===== src/rtl/seq_mult16.sv =====
// seq_mult16: iterative shift-add unsigned multiplier for the execute stage.
// One partial product per cycle for WIDTH cycles, then a one-cycle Done pulse.
// Result holds the low WIDTH bits of A*B until the next completion.
//
// Handshake: Start is a request sampled on a rising clk edge. It is accepted
// only in IDLE or DONE. Busy is high while the operation iterates, and Start
// is ignored in that state. Done pulses for one cycle when the Result (and
// ResultHi) registers take the new product.
//
// Build option: define SEQ_MULT16_HI_EN to add ResultHi, which holds the
// upper WIDTH bits of the full product. Without it, the accumulator is only
// WIDTH bits wide.
module seq_mult16 #(
    parameter int WIDTH = 16
) (
    input  logic             clk,
    input  logic             rst,
    input  logic             Start,
    input  logic [WIDTH-1:0] A,
    input  logic [WIDTH-1:0] B,
    output logic             Busy,
    output logic             Done,
    output logic [WIDTH-1:0] Result
`ifdef SEQ_MULT16_HI_EN
    ,
    output logic [WIDTH-1:0] ResultHi
`endif
);

    localparam int CW = (WIDTH > 1) ? $clog2(WIDTH) : 1;
`ifdef SEQ_MULT16_HI_EN
    localparam int ACCW = 2 * WIDTH;
`else
    localparam int ACCW = WIDTH;
`endif

    typedef enum logic [1:0] {
        IDLE = 2'd0,
        RUN  = 2'd1,
        DONE = 2'd2
    } state_t;

    // state is the FSM debug view; bind checkers to it directly.
    state_t state;
    state_t state_next;

    logic             load;
    logic             step;
    logic             finish;
    logic             last;
    logic [WIDTH-1:0] mcand;
    logic [WIDTH-1:0] mplier;
    logic [CW-1:0]    cnt;
    logic [ACCW-1:0]  acc;
    logic [ACCW-1:0]  addend;
    logic [ACCW-1:0]  acc_sum;

    // The last iteration happens when the counter reaches WIDTH-1.
    assign last    = (cnt == CW'(WIDTH - 1));
    // Zero-extend the multiplicand and shift it into place for this iteration.
    assign addend  = ACCW'(mcand) << cnt;
    // Add the partial product only when the current multiplier bit is set.
    assign acc_sum = mplier[0] ? (acc + addend) : acc;

    // State register.
    always_ff @(posedge clk or posedge rst) begin
        if (rst) begin
            state <= IDLE;
        end else begin
            state <= state_next;
        end
    end

    // Next-state logic and control strobes. DONE may accept a new request
    // directly, so back-to-back operations take WIDTH+1 cycles each.
    always_comb begin
        state_next = state;
        load       = 1'b0;
        step       = 1'b0;
        finish     = 1'b0;
        Busy       = 1'b0;
        Done       = 1'b0;
        case (state)
            IDLE: begin
                if (Start) begin
                    load       = 1'b1;
                    state_next = RUN;
                end
            end
            RUN: begin
                Busy = 1'b1;
                step = 1'b1;
                if (last) begin
                    finish     = 1'b1;
                    state_next = DONE;
                end
            end
            DONE: begin
                Done = 1'b1;
                if (Start) begin
                    load       = 1'b1;
                    state_next = RUN;
                end else begin
                    state_next = IDLE;
                end
            end
            default: state_next = IDLE;
        endcase
    end

    // Operand capture, accumulation, multiplier shift and iteration count.
    always_ff @(posedge clk or posedge rst) begin
        if (rst) begin
            mcand  <= '0;
            mplier <= '0;
            acc    <= '0;
            cnt    <= '0;
        end else if (load) begin
            mcand  <= A;
            mplier <= B;
            acc    <= '0;
            cnt    <= '0;
        end else if (step) begin
            acc    <= acc_sum;
            mplier <= mplier >> 1;
            cnt    <= cnt + 1'b1;
        end
    end

    // Output registers. They take the final sum on the edge that raises Done
    // and hold it through IDLE and RUN so the writeback mux input is stable.
    always_ff @(posedge clk or posedge rst) begin
        if (rst) begin
            Result   <= '0;
`ifdef SEQ_MULT16_HI_EN
            ResultHi <= '0;
`endif
        end else if (finish) begin
            Result   <= acc_sum[WIDTH-1:0];
`ifdef SEQ_MULT16_HI_EN
            ResultHi <= acc_sum[ACCW-1:WIDTH];
`endif
        end
    end

endmodule


===== config.mk =====
export PLATFORM = sky130hd
export DESIGN_NAME = seq_mult16
export DESIGN_NICKNAME = d
export VERILOG_FILES = /design/src/rtl/seq_mult16.sv
export SDC_FILE = /design/constraint.sdc
export NUM_CORES = 1
export LEC_CHECK = 0
export CAP_MARGIN = 20
export CORE_MARGIN = 4
export CORE_UTILIZATION = 40
export CTS_CLUSTER_SIZE = 25
export DETAILED_ROUTE_END_ITERATION = 8
export DONT_BUFFER_PORTS = 1
export PLACE_DENSITY = 0.55
export SLEW_MARGIN = 0
export SYNTH_ARGS = -nofsm -noshare
export SYNTH_HDL_FRONTEND = slang
export SYNTH_SLANG_ARGS = --single-unit

===== constraint.sdc =====
create_clock -name clk -period 3.9 [get_ports clk]
set_input_delay 0.78 -clock clk [delete_from_list [all_inputs] [get_ports clk]]
set_output_delay 0.78 -clock clk [all_outputs]
set_load 0.02 [all_outputs]

# ---- Yosys cells after proc, flatten, opt, wreduce, memory -nomap -nowiden
# Index checks and enable logic that the tools add are counted.
dict set report word_totals {
  regBits 70
  out_inout_bits 18
  elab_cells 35
}
dict set report op_classes {
  addsub 2
  eq_ne 5
  shifts 1
  n_mux 17
  n_reduce_logical 4
}
# op n
set ops {}
lappend ops {{$mux 16} 5}
lappend ops {{$add 16x16->16} 1}
lappend ops {{$shl 16x4->16} 1}
lappend ops {{$mux 4} 2}
lappend ops {{$mux 1} 7}
lappend ops {{$pmux 2 s3} 1}
lappend ops {{$add 4x1->4 const B} 1}
lappend ops {{$eq 4x4->1 const B} 1}
lappend ops {{$mux 2} 2}
lappend ops {{$ne 2x2->1 const B} 2}
lappend ops {{$eq 2x1->1 const B} 1}
lappend ops {{$eq 2x2->1 const B} 1}
lappend ops {{$logic_not 2->1} 1}
lappend ops {{$reduce_and 2->1} 1}
lappend ops {{$reduce_bool 2->1} 1}
lappend ops {{$reduce_or 2->1} 1}

# ---- Longest topological paths before layout
# Gate-level depths: netlist of run 1.
dict set report logic_depth {
  depth_word 5
  depth_mapped 16
  depth_no_buf 14
}

# ---- Worst setup path before layout of run 1
# OpenSTA, ideal clock, no wires.
dict set report synth_timing {
  path_type {reg2reg}
  from {register cnt[0]}
  to {register Result[15]}
  setup_time_ps 129
  arrival_ps 3026
  slack_ps 745
  path_stages_with_launch 14
  n_path_buf 1
  path_cell_list {dfrtp_1 -> buf_2 -> mux4_2 -> nor2b_1 -> a211oi_1 -> a21oi_1 -> ha_1 -> and3_1 -> nor4b_1 -> o21ai_0 -> a211o_2 -> nand3_2 -> xor2_1 -> o21ai_1}
}
dict set report synth_via {
  elab_chain_len 3
  elab_cells_between_ends 6
  classes_between {1 x add/sub; 1 x eq/ne; 1 x shift; 3 x mux}
}
# item line_no
set synth_rtl {}
lappend synth_rtl {{start: declaration} 53} ;# logic [CW-1:0] cnt;
lappend synth_rtl {{start signal: assignment} 126} ;# cnt <= cnt + 1'b1;
lappend synth_rtl {{$shl 16x4->16 / $eq 4x4->1 (equally long branches)} {61, 59}}
lappend synth_rtl {{$add 16x16->16 / $mux 1 (equally long branches)} {63, 93}}
lappend synth_rtl {{$mux 16 / $mux 1 (equally long branches)} {63, 83}}
lappend synth_rtl {{end signal: assignment} 139} ;# Result <= acc_sum[WIDTH-1:0];
lappend synth_rtl {{end: declaration} 23} ;# output logic [WIDTH-1:0] Result
# Parallel ways exist; a longest one is shown, timed or not.
# A chain may end at the register's enable or synchronous reset.

# ---- Final worst setup path of run 1
dict set report layout_timing {
  from {register cnt[1]}
  to {register Result[15]}
}
# Same word-level chain as after synthesis.

==> results of run 1 <==
area by class of cell:
class,instances,share of cell area (%)
Inverter,8,0.6466
Clock inverter,5,1.778
Clock buffer,11,3.044
Sequential cell,70,37.74
Timing Repair Buffer,11,1.778
Tap cell,136,3.664
Multi-Input combinational cell,373,51.35
power by group through the flow:
stage	clock network, mW	logic (mW)	registers [mW]
floorplan	0	2.42	1.35
global placement	0	2.90	1.50
detailed placement	0	2.93	1.51
CTS	0.698	2.94	1.50
global route	0.729	3.30	1.56
finish	0.673	2.95	1.50
cells in the final DEF, fill, tap and decap left out, types with 2 or more instances in the layout:
master and instances:
mux4_2 8, or3_1 3, dfrtp_1 69, o21ai_0 28
nor3b_1 4, a311oi_1 2, mux2_2 2, and3_1 8
a31oi_1 7, nand3_1 20, nor2b_1 5, o21bai_1 2
clkbuf_8 10, a31o_2 3, inv_1 5, o22ai_1 4
mux4_1 2, o31ai_1 2, clkinv_1 2, xor2_1 5
nor3_1 4, xnor2_1 7, nand4_1 3, nor2_1 21
a22o_1 2, buf_4 11, ha_1 16, a21o_1 11
o21ai_1 8, nand2b_1 3, a21oi_1 22, a22oi_1 15
bufinv_16 2, clkinv_4 2, mux2i_1 21, a211oi_1 3
nor4_1 2, nand2_1 116
sequential cells by signal, summed over array words and instances, names as in the netlist:
name and count:
acc 16, mcand 16, state 2, mplier 16, Result 16, cnt 4
per-stage QoR:
stage | setup slack (ns) | power [mW]
2_1_floorplan | 0.7448 | 3.775
3_3_place_gp | 0.4905 | 4.401
3_5_place_dp | 0.3420 | 4.442
4_1_cts | 0.3315 | 5.140
5_1_grt | 0.06696 | 5.583
6_report | 0.3222 | 5.121
cells by family (layout without fill, tap and decap cells):
logic type / Yosys count / count (layout) / share of synthesized area (%)
AO/OA/AOI/OAI: 116 / 116 / 16.98
XOR/XNOR: 12 / 12 / 2.438
adder cells (fa/ha/maj): 17 / 17 / 5.109
buffers and inverters: 42 / 35 / 4.093
flip-flops: 70 / 70 / 40.64
multiplexers: 33 / 33 / 10.80
AND/OR/NAND/NOR: 195 / 195 / 19.94
final timing paths:
path                                start  cells after the start  slack [ns]    endpoint
worst max-delay path               cnt[1]                     13        0.32  Result[15]
worst min-delay path            mplier[3]                      2        0.48   mplier[3]
worst max register to register     cnt[1]                     13        0.32  Result[15]
worst min register to register  mplier[3]                      2        0.48   mplier[3]
max in group asynchronous             rst                      2        2.72      cnt[0]
min in group asynchronous             rst                      2        0.58  mplier[10]
worst max-delay path: stages (launching register included):
cell      delay, ns
dfrtp_1        0.62
buf_4          0.27
mux4_2         0.31
nor2b_1        0.14
a211oi_1       0.26
a21oi_1        0.11
ha_1           0.39
and3_1         0.25
nor4b_1        0.26
o21ai_0        0.17
a211o_2        0.34
nand3_2        0.09
xor2_1         0.15
o21ai_1        0.07
per-layer routing:
metal | up-vias | part of all wire [%] | GRT usage [%]
li1 | 1699 | - | -
met1 | 1647 | 47 | 24.22
met2 | 109 | 45 | 25.66
met3 | 12 | 6.8 | 5.380
met4 | 0 | 1.3 | 5.839
met5 | - | 0 | 0
timing repair:
| action | CTS | global route |
|---|---|---|
| endpoints found under the setup margin | 0 | 2 |
| endpoints found under the hold margin | 0 | 0 |
| gates resized for setup | 0 | 1 |
==> results.py, run 1 <==
metrics = {
    "clock_tree": {
        "root_buffer": "clkbuf_8",
        "clock_sink_count": 70,
        "cts.htree.levels": 3,
        "cts_max_path_buffers": 2,
        "cts.clk_slew.worst_paths_ns": 0.08,
        "numCtsBuffers": 9,
        "cts_tree": "built",
        "holdBufCountCts": 0,
        "cts_setup_buffers": 0,
        "insertion_delay_ns": 0.35,
    },
    "run_status": {
        "run_status": "finished clean",
    },
    "power_and_ir_drop": {
        "power.net_switching_mw": 2.442,
        "power_density_nw_per_um2": 1103,
        "clock_power_share_pct": 13.1,
        "p_int_mw": 2.680,
        "power.static_leakage_nw": 2.222,
        "power_frac_seq_pct": 29.2,
        "switching_share_pct": 47.68,
        "maximum_vdd_ir_drop_uv": 343.7,
        "share_comb_of_total_power_pct": 57.7,
    },
    "grt": {
        "grt_use_total_pct": 17.37,
        "grt_pass1_vias": 3339,
        "grt_antenna_before_repair": 0,
        "overflow": 0,
        "grt_start_max_net_pins": 71,
        "grt_first_pass_wirelength_um": 17550,
    },
    "yosys": {
        "synth-edff-count": 0,
        "synth_top_cell_by_area": "dfrtp_1",
        "synth_seq_area_share_pct": 40.64,
        "synth.area.top_cells": "dfrtp_1 41%, nand2_1 10%, mux2i_1 4.9%",
        "ys.flop_type": "dfrtp_1",
        "postSynthNetCount": 537,
        "yosysWarnings": 0,
        "synth_top_cells_by_count": "116 x nand2_1, 70 x dfrtp_1, 28 x o21ai_0, 24 x clkbuf_1, 22 x a21oi_1",
        "yosys.cell_types.count": 52,
        "synthesis.area_per_instance_sq_um": 8.887,
        "synth-seq-cells": 70,
        "netlist.area_leader.share_pct": 40.64,
        "syn_area_sq_um": 4310,
        "async_set_or_reset_flop_fraction_in_the_synthesized_netlist_pct": 100.0,
        "netlist_instances": 485,
        "yosysMostFrequentCell": "nand2_1",
    },
    "routing": {
        "post_drt_wl_per_cell_um": 17.21,
        "detail_route.vias_per_cell": 5.647,
        "first_pass_iters": 5,
        "first_iteration_detailed_routing_drc_count": 191,
        "post-route-drc-count": 0,
        "ant_nets": 0,
        "totalWireLength_um": 10560,
        "vias": 3467,
    },
    "timing": {
        "finalMaxSlewViolations": 0,
        "fin_tns_setup_ns": 0,
        "finalSetupViolCount": 0,
        "finalWorstPathRequiredPeriod_ns": 3.578,
        "layout_worst_path_cycle_share_pct": 91.74,
        "slew-limit-headroom_pct": 41.29,
        "clock.fmax_ghz": 0.2795,
        "hold_ws_ns": 0.4799,
        "grt_setup_unrepaired": "false",
        "hold_viol_final": 0,
        "layout_skew_ns": 0.01066,
        "worst_pin_slew_ns": 0.8807,
    },
    "final_layout": {
        "final_core_util_pct": 44.59,
        "number_of_inserted_diodes": 0,
        "synthToLayoutAreaGrowth_pct": 7.750,
        "area_taken_by_multi_input_logic_gates_sq_um": 2385,
        "final-seq-area_sq_um": 1753,
        "stdcell_count": 614,
        "nFillCells": 1015,
        "fin_nets": 525,
        "fin_area_sq_um": 4644,
        "drive_above_1_share_pct": 9.414,
    },
    "floorplanning": {
        "ioPinCount": 53,
        "dieHeight_um": 111.8,
        "initial_utilization_pct": 41.38,
        "die_area_sq_um": 12500,
        "fp.coreArea_sq_um": 10420,
        "rows": 37,
        "fp.dieW_um": 111.8,
    },
    "job": {
        "cap_violations": 0,
    },
    "setup_path": {
        "critical_path_capture_point_type": "register",
        "critical_path_required_ns": 4.13,
        "worst_endpoint_data_arrival_time_ns": 3.81,
        "worst-path-max-fanout": 12,
        "crit_type": "register to register",
        "critical_path.startpoint_type": "register",
    },
    "placed_design": {
        "finalWeightedCongestion": 0.9225,
        "place.detailed.instances": 598,
        "port-buffer-count": 0,
        "detailed_place_hpwl_um": 7373,
        "placed_instance_area_sq_um": 4419,
    },
    "hold_path": {
        "min-delay-path-class": "register to register",
    },
}
No activity file was read; power rests on OpenSTA's default activity.
==> inputs of run 2 (changes only) <==
==> constraint.sdc (replaced) <==
create_clock -name clk -period 3.5 [get_ports clk]
set_input_delay 0.7 -clock clk [delete_from_list [all_inputs] [get_ports clk]]
set_output_delay 0.7 -clock clk [all_outputs]
set_load 0.02 [all_outputs]
==> run 2 against run 1 <==
Compared with the run above:
- final area grew 2.8%
- non-clock buffer count grew 16
- count of clock-buffer cells in the layout is the same
- setup slack lost 0.16 ns
- flip-flop and latch count is the same
- fmax grew 7.3%
- first-iteration DRC count shrank 1.0%
- wire length grew 3.4%
- die area is the same
- largest cell class unchanged
- highest routed layer unchanged
==> results.py, run 2 (synthesized netlist as in run 1, its figures left out) <==
metrics = {
    "timing": {
        "worst_pin_slew_ns": 0.6865,
        "clock.fmax_ghz": 0.2999,
        "layout_worst_path_cycle_share_pct": 95.27,
        "finalMaxSlewViolations": 0,
        "finalSetupViolCount": 0,
        "slew-limit-headroom_pct": 54.24,
        "layout_skew_ns": 0.01155,
        "finalWorstPathRequiredPeriod_ns": 3.334,
        "grt_setup_unrepaired": "false",
        "setup_ws_ns": 0.1656,
        "hold_viol_final": 0,
    },
    "grt": {
        "grt_use_total_pct": 18.24,
        "grt_first_pass_wirelength_um": 18390,
        "grt_util_met2_pct": 27.02,
        "grt_start_max_net_pins": 52,
        "grt_antenna_before_repair": 0,
        "met3_usage_pct": 4.946,
        "overflow": 0,
        "grt_pass1_vias": 3484,
        "global_route.usage.met1_pct": 25.43,
        "grt_busiest_layer": "met2",
    },
    "clock_tree": {
        "cts_max_path_buffers": 2,
        "numCtsBuffers": 9,
        "root_buffer": "clkbuf_8",
        "clock_sink_count": 70,
        "insertion_delay_ns": 0.35,
        "cts.clk_slew.worst_paths_ns": 0.08,
        "cts.htree.levels": 3,
        "cts_tree": "built",
    },
    "final_layout": {
        "drive_above_1_share_pct": 13.24,
        "synthToLayoutAreaGrowth_pct": 10.74,
        "stdcell_count": 627,
        "fin_nets": 541,
        "final_core_util_pct": 45.83,
        "commonest_cells_after_routing_fill_and_taps_aside": "116 x nand2_1, 68 x dfrtp_1, 27 x o21ai_0",
        "number_of_inserted_diodes": 0,
        "commonest_non_fill_non_tap_cell_in_the_layout": "nand2_1",
        "nFillCells": 1002,
    },
    "routing": {
        "detail_route.vias_per_cell": 5.604,
        "ant_nets": 0,
        "first_iteration_detailed_routing_drc_count": 189,
        "first_pass_iters": 5,
        "vias": 3514,
        "totalWireLength_um": 10920,
        "post_drt_wl_per_cell_um": 17.42,
        "post-route-drc-count": 0,
    },
    "setup_path": {
        "critical_path_required_ns": 3.73,
        "worstPathBufferInverterCount": 1,
        "critical_path_capture_point_type": "register",
        "worstPathCellList": "mux4_1 > mux2i_1 > o22ai_1 > ha_1 > buf_4 > a21o_1 > a21o_1 > a21oi_1 > o21ai_1 > a31oi_2 > mux2i_1 > nand2_1",
        "slowest_stage_delay_on_critical_path_ns": 0.60,
        "worst-path-max-fanout": 12,
        "critical_path.startpoint_type": "register",
        "worst_endpoint_data_arrival_time_ns": 3.57,
        "cpMaxStageDelayCell": "mux4_1",
        "crit_type": "register to register",
        "cp_top_family": "multiplexers",
    },
    "floorplanning": {
        "rows": 37,
        "die_area_sq_um": 12500,
        "ioPinCount": 53,
        "dieHeight_um": 111.8,
        "initial_utilization_pct": 41.38,
        "fp.dieW_um": 111.8,
        "fp.coreArea_sq_um": 10420,
    },
    "placed_design": {
        "pre_cts_slack_ns": -0.02486,
        "place.detailed.instances": 612,
        "detailed_place_hpwl_um": 7953,
        "port-buffer-count": 0,
        "finalWeightedCongestion": 0.9787,
    },
    "job": {
        "cap_violations": 0,
    },
    "hold_path": {
        "min-delay-path-class": "input port to asynchronous set/reset pin",
    },
    "run_status": {
        "run_status": "finished clean",
    },
}
-- run 2: worst paths after layout --
kind	startpoint	end	slack (ns)	cells after the start
max in group asynchronous	rst	acc[15]	2.54	3
setup / recovery	cnt[1]	Result[14]	0.17	12
hold / removal	rst	mplier[13]	0.23	1
hold reg to reg	mplier[3]	mplier[3]	0.48	2
setup reg to reg	cnt[1]	Result[14]	0.17	12
min in group clk	A[1]	mcand[1]	0.45	2
-- run 2: metrics by stage --
| stage | setup TNS [ns] | cell area [sq um] | hold slack (ns) |
|---|---|---|---|
| finish | 0 | 4773 | 0.2347 |
| CTS | 0 | 4715 | 0.4406 |
| global route | 0 | 4773 | 0.2485 |
| floorplan | 0 | 4310 | 0.4381 |
| global placement | -0.01563 | 4537 | 0.4605 |
| detailed placement | -0.04392 | 4537 | 0.4634 |
-- run 2: layout make-up --
cell class                 count  area [sq um]  area share (%)
timing repair buffer          27         227.7           4.771
clock inverter                 2         35.03          0.7339
tap                          136         170.2           3.565
inverter                       8         30.03          0.6291
sequential                    70          1754           36.75
clock buffer                  11         141.4           2.962
multi-input combinational    373          2415           50.59
-- run 2: repair_timing --
item	in CTS	in global routing
buffers inserted	0	1
pin swaps	0	1
gates resized for setup	1	8
setup endpoints to repair	2	10
hold buffers	0	0
-- run 2: routing by layer --
layer,vias to the layer above,share of wire (%)
li1,1729,-
met1,1660,48
met2,108,44
met3,17,6.3
met4,0,1.9
met5,-,0
Power of run 2 is left out: the tool's default activity adds up to more than one toggle a clock period on the data nets, which glitch-free logic cannot reach.
